[config.mk]
export PLATFORM = sky130hd
export DESIGN_NAME = ps2_key_decoder
export DESIGN_NICKNAME = d
export VERILOG_FILES = /design/src/rtl/ps2_key_pkg.sv /design/src/rtl/ps2_frame_rx.sv /design/src/rtl/ps2_key_decoder.sv
export SDC_FILE = /design/constraint.sdc
export NUM_CORES = 1
export LEC_CHECK = 0
export ABC_AREA = 1
export ABC_CLOCK_PERIOD_IN_PS = 1850
export CORE_MARGIN = 1
export CORE_UTILIZATION = 30
export CTS_BUF_LIST = sky130_fd_sc_hd__clkbuf_4
export DETAILED_ROUTE_END_ITERATION = 10
export PLACE_DENSITY = 0.44
export REMOVE_ABC_BUFFERS = 1
export SKIP_CTS_REPAIR_TIMING = 1
export SYNTH_ARGS = -nofsm -noshare
export SYNTH_HDL_FRONTEND = slang
export SYNTH_SLANG_ARGS = --single-unit
[constraint.sdc]
create_clock -name clk -period 1.85 [get_ports clk]
set_clock_uncertainty 0.2 [all_clocks]
set_input_delay 0.185 -clock clk [delete_from_list [all_inputs] [get_ports clk]]
set_output_delay 0.185 -clock clk [all_outputs]
set_load 0.1 [all_outputs]
[src/rtl/ps2_key_pkg.sv]
// Shared constants, state type and key-map function for the PS/2 key decoder.
package ps2_key_pkg;

    localparam logic [7:0] SC_E0    = 8'hE0;
    localparam logic [7:0] SC_F0    = 8'hF0;
    localparam logic [7:0] SC_ENTER = 8'h5A;
    localparam logic [7:0] SC_SPACE = 8'h29;
    localparam logic [7:0] SC_UP    = 8'h75;
    localparam logic [7:0] SC_Z     = 8'h1A;
    localparam logic [7:0] SC_LEFT  = 8'h6B;
    localparam logic [7:0] SC_RIGHT = 8'h74;
    localparam logic [7:0] SC_DOWN  = 8'h72;

    localparam logic [2:0] KEY_NONE      = 3'd0;
    localparam logic [2:0] KEY_NEW_GAME  = 3'd1;
    localparam logic [2:0] KEY_HARD_DROP = 3'd2;
    localparam logic [2:0] KEY_ROT_CW    = 3'd3;
    localparam logic [2:0] KEY_ROT_CCW   = 3'd4;
    localparam logic [2:0] KEY_LEFT      = 3'd5;
    localparam logic [2:0] KEY_RIGHT     = 3'd6;
    localparam logic [2:0] KEY_SOFT_DROP = 3'd7;

    typedef enum logic [1:0] {
        ST_IDLE,
        ST_RX,
        ST_CHECK
    } frame_state_t;

    // KEY_NONE doubles as "unmapped": no game key is ever encoded as 0.
    function automatic logic [2:0] map_key(input logic ext, input logic [7:0] code);
        case ({ext, code})
            {1'b0, SC_ENTER}: return KEY_NEW_GAME;
            {1'b0, SC_SPACE}: return KEY_HARD_DROP;
            {1'b1, SC_UP}:    return KEY_ROT_CW;
            {1'b0, SC_Z}:     return KEY_ROT_CCW;
            {1'b1, SC_LEFT}:  return KEY_LEFT;
            {1'b1, SC_RIGHT}: return KEY_RIGHT;
            {1'b1, SC_DOWN}:  return KEY_SOFT_DROP;
            default:          return KEY_NONE;
        endcase
    endfunction

endpackage

[src/rtl/ps2_frame_rx.sv]
// PS/2 frame receiver: pin synchronizers, clock glitch filter, 11-bit frame FSM,
// inter-edge timeout and parity/stop check. Strobes are valid for one cycle.
module ps2_frame_rx #(
    parameter int FILTER_LEN     = 8,
    parameter int TIMEOUT_CYCLES = 20000
) (
    input  logic       clk,
    input  logic       rst_n,
    input  logic       PS2_clk,
    input  logic       PS2_data,
    output logic [7:0] rx_byte,
    output logic       rx_stb,
    output logic       rx_err
);
    import ps2_key_pkg::*;

    localparam int FW = $clog2(FILTER_LEN + 1);
    localparam int TW = $clog2(TIMEOUT_CYCLES + 1);

    logic          clk_meta, clk_sync, dat_meta, dat_sync;
    logic          filt_clk;
    logic [FW-1:0] filt_cnt;
    logic          filter_done, sample_pt;

    frame_state_t  state, state_nxt;
    logic [3:0]    bit_cnt, bit_cnt_nxt;
    logic [9:0]    shreg, shreg_nxt;
    logic [TW-1:0] tmo_cnt, tmo_nxt;

    // The filtered level flips on the cycle the FILTER_LEN-th differing sample arrives.
    assign filter_done = (clk_sync != filt_clk) && (filt_cnt == FW'(FILTER_LEN - 1));
    assign sample_pt   = filter_done && filt_clk;

    // NOTE: sequential state uses non-blocking assignments so every register
    // samples pre-edge values, independent of statement order.
    always_ff @(posedge clk) begin
        if (!rst_n) begin
            clk_meta <= 1'b1;
            clk_sync <= 1'b1;
            dat_meta <= 1'b1;
            dat_sync <= 1'b1;
            filt_clk <= 1'b1;
            filt_cnt <= '0;
        end else begin
            clk_meta <= PS2_clk;
            clk_sync <= clk_meta;
            dat_meta <= PS2_data;
            dat_sync <= dat_meta;
            if (clk_sync == filt_clk) begin
                filt_cnt <= '0;
            end else if (filter_done) begin
                filt_clk <= clk_sync;
                filt_cnt <= '0;
            end else begin
                filt_cnt <= filt_cnt + 1'b1;
            end
        end
    end

    always_ff @(posedge clk) begin
        if (!rst_n) begin
            state   <= ST_IDLE;
            bit_cnt <= '0;
            shreg   <= '0;
            tmo_cnt <= '0;
        end else begin
            state   <= state_nxt;
            bit_cnt <= bit_cnt_nxt;
            shreg   <= shreg_nxt;
            tmo_cnt <= tmo_nxt;
        end
    end

    // NOTE: every output of this block is given a default first, so no path
    // leaves a signal unassigned and no latch is inferred.
    always_comb begin
        state_nxt   = state;
        bit_cnt_nxt = bit_cnt;
        shreg_nxt   = shreg;
        tmo_nxt     = tmo_cnt;
        rx_stb      = 1'b0;
        rx_err      = 1'b0;
        case (state)
            ST_IDLE: begin
                if (sample_pt && !dat_sync) begin
                    state_nxt   = ST_RX;
                    bit_cnt_nxt = '0;
                    tmo_nxt     = '0;
                end
            end
            ST_RX: begin
                if (sample_pt) begin
                    shreg_nxt = {dat_sync, shreg[9:1]};
                    tmo_nxt   = '0;
                    if (bit_cnt == 4'd9) state_nxt = ST_CHECK;
                    else                 bit_cnt_nxt = bit_cnt + 1'b1;
                end else if (tmo_cnt == TW'(TIMEOUT_CYCLES - 1)) begin
                    rx_err    = 1'b1;
                    state_nxt = ST_IDLE;
                end else begin
                    tmo_nxt = tmo_cnt + 1'b1;
                end
            end
            ST_CHECK: begin
                // shreg = {stop, parity, data[7:0]} once all ten bits are in.
                if ((^shreg[8:0]) && shreg[9]) rx_stb = 1'b1;
                else                           rx_err = 1'b1;
                state_nxt = ST_IDLE;
            end
            default: state_nxt = ST_IDLE;
        endcase
    end

    assign rx_byte = shreg[7:0];

endmodule

[src/rtl/ps2_key_decoder.sv]
// Set-2 make/break decoder: tracks E0/F0 prefixes and holds the current game key,
// registered in the same cycle as byte_stb.
module ps2_key_decoder #(
    parameter int FILTER_LEN     = 8,
    parameter int TIMEOUT_CYCLES = 20000
) (
    input  logic       clk,
    input  logic       rst_n,
    input  logic       PS2_clk,
    input  logic       PS2_data,
    output logic [2:0] key,
    output logic [7:0] scan_byte,
    output logic       byte_stb,
    output logic       frame_err
);
    import ps2_key_pkg::*;

    logic [7:0] rx_byte;
    logic       rx_stb, rx_err;
    logic       ext, brk;
    logic [2:0] code;

    ps2_frame_rx #(
        .FILTER_LEN     (FILTER_LEN),
        .TIMEOUT_CYCLES (TIMEOUT_CYCLES)
    ) u_frame_rx (
        .clk      (clk),
        .rst_n    (rst_n),
        .PS2_clk  (PS2_clk),
        .PS2_data (PS2_data),
        .rx_byte  (rx_byte),
        .rx_stb   (rx_stb),
        .rx_err   (rx_err)
    );

    assign code = map_key(ext, rx_byte);

    always_ff @(posedge clk) begin
        if (!rst_n) begin
            key       <= KEY_NONE;
            scan_byte <= 8'h00;
            byte_stb  <= 1'b0;
            frame_err <= 1'b0;
            ext       <= 1'b0;
            brk       <= 1'b0;
        end else begin
            byte_stb  <= rx_stb;
            frame_err <= rx_err;
            if (rx_err) begin
                ext <= 1'b0;
                brk <= 1'b0;
            end else if (rx_stb) begin
                scan_byte <= rx_byte;
                if (rx_byte == SC_E0) begin
                    ext <= 1'b1;
                end else if (rx_byte == SC_F0) begin
                    brk <= 1'b1;
                end else begin
                    // A break only releases the key it names; a stale break is ignored.
                    if (code != KEY_NONE) begin
                        if (!brk)             key <= code;
                        else if (code == key) key <= KEY_NONE;
                    end
                    ext <= 1'b0;
                    brk <= 1'b0;
                end
            end
        end
    end

endmodule

# --- After elaboration in Yosys (flattened, before gate mapping) ---
# Cells that the tools add are included.
word_totals:
  ramBits: 0
  output_inout_bits: 13
  word_cells: 94
  n_memories: 0
  rom_bits: 0
  ff_bits: 55
  latch_bits: 0
op_classes:
  n_bitwise: 5
  addsub: 3
  n_eq_ne: 25
  magnitude_cmp: 0
  n_div: 0
  mux: 25
  n_shift: 0
  n_reduce_logical: 20
  multipliers: 0
op_table:
  columns: ["op", "count"]
  rows:
  - ["$mux 15", 3]
  - ["$eq 9x9->1 const B", 4]
  - ["$pmux 15 s2", 1]
  - ["$pmux 3 s7", 1]
  - ["$eq 8x8->1 const B", 2]
  - ["$add 15x1->15 const B", 1]
  - ["$eq 15x15->1 const B", 1]
  - ["$mux 4", 3]
  - ["$reduce_and 2->1", 5]
  - ["$eq 9x5->1 const B", 1]
  - ["$eq 9x6->1 const B", 1]
  - ["$eq 9x7->1 const B", 1]
  - ["$reduce_xor 9->1", 1]
  - ["$add 4x1->4 const B", 2]
  - ["$mux 1", 8]
  - ["$mux 2", 4]
  - ["$pmux 4 s2", 1]
  - ["$mux 3", 2]
  - ["$ne 2x1->1 const B", 3]
  - ["$reduce_and 3->1", 2]
  - ["$reduce_and 6->1", 1]
  - ["$not 1->1", 5]
  - ["$eq 4x3->1 const B", 1]
  - ["$eq 4x4->1 const B", 1]
  - ["19 further kinds", 23]

# --- Logic depth before layout (Yosys ltp) ---
# Gate-level depths: netlist of the first run.
logic_depth:
  ltp_word: 7
  depth_mapped: 17
  ltp_nobuf: 17

# --- Hierarchy ---
# From an unflattened synthesis of the first run, not the netlist that was laid out.
hier_totals:
  cells_unflattened: 453
  hier_area_um2: 3125.5
modules_own_cells:
  columns: ["module", "n_inst", "seq_area_each_um2", "area_each_um2", "cells_per_inst"]
  rows:
  - ["ps2_frame_rx", 1, 800.8, 2294.7, 322]
  - ["ps2_key_decoder", 1, 300.3, 830.8, 131]

# --- Least setup slack after synthesis of the first run ---
# No wires, ideal clock.
synth_timing:
  path_kind: "flip-flop to flip-flop"
  from: "reg u_frame_rx.shreg[4]"
  to: "reg scan_byte[6]"
  t_arrival_ns: 1.693
  setup_slack_ns: -0.171
  path_stages_with_launch: 18
  setup_ns: 0.128
  t_required_ns: 1.522
  cell_sequence: "dfxtp_1 > inv_1 > ha_1 > inv_1 > nand2_1 > nand2_1 > nand2_1 > nand2_1 > nand2_1 > nand3_1 > nand2_1 > nand2_1 > nand2_2 > nand2_4 > buf_6 > nor2_1 > a21oi_1 > nor2_1"
synth_between:
  elab_chain_len: 6
  word_cells_on_any_way: 8
synth_rtl:
  columns: ["element", "line", "source"]
  rows:
  - ["start, declared", "ps2_frame_rx.sv:27", "logic [9:0] shreg, shreg_nxt;"]
  - ["start signal, assigned", "ps2_frame_rx.sv:69", "shreg <= shreg_nxt;"]
  - ["$reduce_xor 9->1 (*)", "ps2_frame_rx.sv:106", "if ((^shreg[8:0]) && shreg[9]) rx_stb = 1'b1;"]
  - ["$logic_and 1x1->1 (*)", "ps2_frame_rx.sv:106", null]
  - ["$mux 1", "ps2_frame_rx.sv:106", null]
  - ["$pmux 1 s2", "ps2_frame_rx.sv:83", "case (state)"]
  - ["$not 1->1 (no source line)", null, null]
  - ["$reduce_and 2->1 (no source line) (*)", null, null]
  - ["end signal, assigned", "ps2_key_decoder.sv:53", "scan_byte <= rx_byte;"]
  - ["end, declared", "ps2_key_decoder.sv:12", "output logic [7:0] scan_byte,"]
# Every way passes the cells marked *; elsewhere a longest branch is shown, timed or not.
# A chain may end at the register's enable or synchronous reset.

# --- Worst setup path in the final report of the first run ---
layout_timing:
  from: "reg u_frame_rx.shreg[6]"
  to: "reg scan_byte[3]"
# Same word-level chain as after synthesis.

==> reports/results.ini, run 1 <==
[outcome]
outcome=finished, violations left
violations=setup timing

[place]
port_buffers=16
placed_cells=593
place_ws_ps=-288
dp_hpwl_mm=4.81
globalplace.congestion=0.779

[clock_tree]
htree_num_levels=2
cts.sinks=55
clock_latency_ps=380
cts_made_buffers=5
clk_path_buf_depth=2
root_buffer=clkbuf_4
cts_tree=built
cts.clk_slew.worst_paths_ps=170

[setup_path]
startpoint=u_frame_rx.shreg[6]
cp_top_family=simple AND/OR/NAND/NOR gates
crit_chain=inv_2, ha_4, inv_1, nand2_2, nand3_1, nand2_1, nand2_1, nand3_1, nand2_1, nand2_2, nand2_4, buf_12, nand2_8, nor2_1, a21oi_1, nor2_1
ff2ff_path_depth=16
crit_top_cell=nand2_1
r2r_end=scan_byte[3]
slowest_delay_ps=390
arrival_ps=2200
crit_slowest_cell=dfxtp_2
start_kind=flip-flop
crit_type=reg -> reg
cp_max_fo=8
critPathCaptureType=flip-flop
required_ps=1950
worst-path-buf-inv=3
rrSetupSlack_ps=-250
r2r-start=u_frame_rx.shreg[6]

[timing]
slew_headroom_pct=68.2
rsz0062_at_grt=yes
timing.final.ws_setup_ps=-252
post-route-period-util_pct=114
slew_violations=0
tns_ps=-4700
setup_viol=29
worst-slew-pin-transition_ps=473
max_freq_mhz=476
hold_violations=0
period_minus_slack_ps=2100

[cells_and_area]
area_growth_pct=52.6
nFillCells=936
drive_above_1_share_pct=41.5
post_layout_nonfiller_instances=616
nets=510
diodes=0

[logic_synthesis]
ys_ff_latch=55
yosysSeqAreaShare_pct=38.5
syn_area_per_cell_um2=7.13
synth-edff-count=0
synthCells=401
syn_area_um2=2860
yosys_most_used_dff=dfxtp_1
async_flop_share_pct=0
yosysWarningCount=0
ys_types=33

[power_and_ir_drop]
irDropWorstVdd_mv=0.314
powerDensity_nw_per_um2=470
p_leak_nw=1.84

[floorplanning]
die_x_um=99.6
dieArea_um2=9930
start_util_pct=31.0
fp.coreArea_um2=9240
ios=17
rows=35
die_h_um=99.6

[grt]
grt_max_degree=22
use_met2_pct=22.2
gr-usage-met1_pct=20.1
track_usage_pct=14.2
use_met3_pct=2.60
grt_pass1_wl_mm=11.3
antenna_found_initial=0
grt-ovfl-total=0
grt_pass1_vias=2455
grt_busiest_layer=met2

[worst_hold_path]
hp-class=in -> reg
min_path_cells=2
min-delay-start=PS2_data
min_to=u_frame_rx.dat_meta

[route]
vias=2746
drc=0
post_drt_wl_per_cell_um=11.6
first_iter_violations=53
ant_nets=0
vias_per_cell=4.46
wl_mm=7.16
drtPass1Iterations=4

[flow_run]
cap_violations=0

==> stage by stage <==
stage	cell area (µm²)	total power, mW	utilization [%]	hold WS, ps
after detailed placement	3720	1.40	40.3	202
after CTS	3780	2.00	40.9	137
after floorplan	2830	1.32	-	83.6
after global routing	4360	2.15	47.2	146
final	4360	2.05	47.2	153
after global placement	3720	1.40	40.3	202
==> layout by cell type (no fill, tap or decap), types with 7 or more instances in the layout <==
cell,n
a21oi_1,29
a21oi_2,8
buf_12,18
buf_4,56
buf_6,7
clkbuf_4,7
dfxtp_1,42
dfxtp_2,13
ha_1,12
inv_1,40
inv_2,13
nand2_1,61
nand2_2,14
nand2_4,7
nand3_1,16
nor2_1,43
nor2_2,7
nor2_4,9
o21ai_0,11
o21ai_2,8
==> cell usage after synthesis (4+ instances only) <==
cell type / number / area [µm²]
or2_2: 4 / 25.0
dfxtp_1: 55 / 1100
a21oi_1: 36 / 180
ha_1: 20 / 250
nand2_1: 76 / 285
clkbuf_1: 5 / 18.8
nand4_1: 5 / 31.3
nand3_1: 21 / 105
xor2_1: 5 / 43.8
o21ai_0: 24 / 120
nor2_1: 57 / 214
nor3_1: 9 / 45.0
nand2_2: 5 / 31.3
inv_1: 55 / 206
==> cell families (layout without fill, tap and decap cells) <==
logic type / count (synthesis) / after routing / share of synthesized area (%)
xor+xnor: 5 / 5 / 1.53
fa+ha+maj: 20 / 20 / 8.75
flops: 55 / 55 / 38.5
compound gates: 69 / 69 / 13.6
buf+inv: 64 / 149 / 8.79
simple gates: 188 / 189 / 28.8
==> power by group <==
group | internal (mW) | leakage (nW) | switching [mW]
sequential | 1.20 | 0.451 | 0.00932
clock | 0.186 | 0.0367 | 0.407
combinational | 0.108 | 1.35 | 0.141
total | 1.49 | 1.84 | 0.558
==> worst reg2reg max path, stage by stage, from the launching register on <==
cell and delay [ps]:
dfxtp_2 390, inv_2 60, ha_4 270, inv_1 40
nand2_2 60, nand3_1 110, nand2_1 90, nand2_1 50
nand3_1 60, nand2_1 60, nand2_2 70, nand2_4 80
buf_12 140, nand2_8 100, nor2_1 60, a21oi_1 130
nor2_1 60
==> routing by layer <==
layer,part of all wire (%),vias up
met3,2.5,7
met2,46,25
met1,51,1253
met4,0.98,0
met5,0,-
li1,-,1461
==> how the worst max path moves through the flow <==
stage,slack [ps],depth (start not counted),end
after global placement,-240,16,scan_byte[6]
after detailed placement,-290,16,scan_byte[3]
after CTS,-320,16,scan_byte[3]
after floorplan,-220,11,u_frame_rx.state[0]
final,-250,16,scan_byte[3]
after global routing,-390,14,key[1]
==> registers in the layout, indices dropped and copies added, names as in the netlist, 2 cells and up <==
register             flops
u_frame_rx.tmo_cnt      15
u_frame_rx.shreg        10
scan_byte                8
u_frame_rx.bit_cnt       4
u_frame_rx.filt_cnt      4
key                      3
u_frame_rx.state         2
==> area by class of cell <==
| type | count | area [µm²] | share of cell area, % |
|---|---|---|---|
| sequential | 55 | 1120 | 25.6 |
| tap | 129 | 161 | 3.70 |
| inverter | 57 | 229 | 5.25 |
| timing repair buffer | 84 | 890 | 20.4 |
| clock buffer | 7 | 52.6 | 1.20 |
| clock inverter | 1 | 8.76 | 0.201 |
| multi-input combinational | 283 | 1910 | 43.7 |
No activity file was read; power rests on OpenSTA's default activity.
==> run 2: changes to the inputs <==
--- a/config.mk
+++ b/config.mk
@@ -8,10 +8,10 @@
 export ABC_AREA = 1
 export ABC_CLOCK_PERIOD_IN_PS = 1850
 export CORE_MARGIN = 1
-export CORE_UTILIZATION = 30
+export CORE_UTILIZATION = 55
 export CTS_BUF_LIST = sky130_fd_sc_hd__clkbuf_4
 export DETAILED_ROUTE_END_ITERATION = 10
-export PLACE_DENSITY = 0.44
+export PLACE_DENSITY = 0.74
 export REMOVE_ABC_BUFFERS = 1
 export SKIP_CTS_REPAIR_TIMING = 1
 export SYNTH_ARGS = -nofsm -noshare
==> reports/results.ini, run 2 (synthesis results as in run 1) <==
[outcome]
outcome=finished, violations left
violations=setup timing

[cells_and_area]
largest_register_ffs=15  ; unchanged
area_growth_pct=51.6
nets=513  ; +0.59%
regMostFlops=u_frame_rx.tmo_cnt
post_layout_nonfiller_instances=557  ; -9.6%
final_cell_mix=nand2_1, buf_4, nor2_1, dfxtp_1, inv_1
drive_above_1_share_pct=43.3  ; +1.8 points
nFillCells=198  ; -79%
final_common_cell=nand2_1
reg.largest.list=u_frame_rx.tmo_cnt (15), u_frame_rx.shreg (10), scan_byte (8)
diodes=0  ; unchanged

[power_and_ir_drop]
irDropWorstVdd_mv=0.557  ; +78%
p_leak_nw=1.84  ; +0.24%
p_sw_mw=0.575  ; +3.2%
powerDensity_nw_per_um2=503  ; +7.1%
power_frac_comb_pct=11.5  ; -0.7 points
total_power_mw=2.18  ; +6.4%
swShare_pct=26.4  ; -0.84 points
p_clk_share_pct=33.1  ; +4.2 points
pwr-share-seq_pct=55.4  ; -3.5 points
p_int_mw=1.61  ; +7.7%

[timing]
post-route-period-util_pct=123  ; +9.3 points
hold_violations=0  ; unchanged
slew_headroom_pct=76.6  ; +8.4 points
period_minus_slack_ps=2270  ; +172 ps
setup_viol=46  ; +59%
whs_ps=136  ; -16.9 ps
max_freq_mhz=440  ; -7.6%
worst-slew-pin-transition_ps=351  ; -122 ps
timing.final.ws_setup_ps=-424  ; -172 ps
slew_violations=0  ; unchanged
rsz0062_at_grt=yes
tns_ps=-11210  ; -6510 ps

[setup_path]
ff2ff_path_depth=16  ; unchanged
required_ps=1970  ; +20 ps
critPathCaptureType=flip-flop
endpoint=scan_byte[7]
crit_type=reg -> reg
r2r-start=u_frame_rx.shreg[3]
arrival_ps=2390  ; +190 ps
start_kind=flip-flop
cp_max_fo=16  ; +8
rrSetupSlack_ps=-420  ; -170 ps
startpoint=u_frame_rx.shreg[3]
r2r_end=scan_byte[7]

[grt]
grt_pass1_wl_mm=10.5  ; -7.3%
grt_pass1_vias=2511  ; +2.3%
grt_max_degree=18  ; -18%
grt-ovfl-total=0  ; unchanged
antenna_found_initial=0  ; unchanged
track_usage_pct=24.3  ; +10 points

[worst_hold_path]
hp-class=in -> reg
min-delay-start=PS2_clk

[clock_tree]
cts_tree=built
root_buffer=clkbuf_4
htree_num_levels=2  ; unchanged
cts_made_buffers=5  ; unchanged
cts.clk_slew.worst_paths_ps=180  ; about the same
clock_latency_ps=400  ; +20 ps
clk_path_buf_depth=2  ; unchanged
cts.sinks=55  ; unchanged

[place]
dp_hpwl_mm=4.70  ; -2.2%
globalplace.congestion=0.892  ; +14%
port_buffers=16  ; unchanged
placed_cells=534  ; -9.9%

[floorplanning]
rows=25  ; -29%
fp.coreArea_um2=4850  ; -48%
start_util_pct=59.0  ; +28 points
die_x_um=74.1  ; -26%
dieArea_um2=5490  ; -45%
ios=17  ; unchanged
die_h_um=74.1  ; -26%

[route]
ant_nets=0  ; unchanged
drc=0  ; unchanged
post_drt_wl_per_cell_um=17.5  ; +50%
vias_per_cell=5.80  ; +30%
drtPass1Iterations=5  ; +1
wl_mm=9.73  ; +36%
vias=3230  ; +18%
first_iter_violations=250  ; +370%

[flow_run]
cap_violations=0  ; unchanged

## run 2: area by class of cell
cell class / instances / area (µm²) / area share (%)
repair buffers: 88 / 906 / 20.9
well taps: 67 / 83.8 / 1.93
clock buffers: 6 / 45.0 / 1.04
inverters: 57 / 226 / 5.22
clock inverters: 2 / 38.8 / 0.895
flip-flops and latches: 55 / 1120 / 25.8
multi-input cells: 282 / 1920 / 44.2
## run 2: critical path, cell delays in order (launching register included)
cell	delay [ps]
dfxtp_2	390
inv_4	60
ha_4	290
inv_2	50
nand2_2	70
buf_4	110
nand2_1	80
inv_1	80
nand3_1	90
nand3_1	100
nand2_1	70
nand2_2	80
nand2_4	100
nand2_8	160
nor2_1	60
a21oi_1	140
nor2_1	60
## run 2: how the worst min path moves through the flow
stage                                to  depth (start not counted)  slack (ps)
global route        u_frame_rx.dat_meta                          2         150
CTS                 u_frame_rx.clk_meta                          2         160
finish              u_frame_rx.clk_meta                          2         140
detailed placement  u_frame_rx.dat_sync                          1         200
global placement    u_frame_rx.dat_sync                          1         190
floorplan           u_frame_rx.filt_clk                          1          80
## run 2: stage by stage
step	utilization (%)	setup WS (ps)	area, µm²
finish	89.4	-424	4340
global route	89.4	-547	4340
CTS	76.0	-404	3690
detailed placement	74.3	-296	3600
global placement	74.3	-222	3600
floorplan	-	-222	2830
## run 2: metal layers
metal,up-vias,routed length [µm],track usage (%)
met5,-,0,0
met4,0,628,7.91
met3,67,708,3.52
met2,189,4690,41.3
met1,1511,3700,31.6
li1,1463,-,-
## run 2: power by group through the flow
stage,combinational [mW],sequential [mW],clock (mW)
2_1_floorplan,0.0877,1.23,0
3_3_place_gp,0.157,1.23,0
3_5_place_dp,0.163,1.23,0
4_1_cts,0.164,1.21,0.707
5_1_grt,0.263,1.21,0.755
6_report,0.251,1.21,0.722
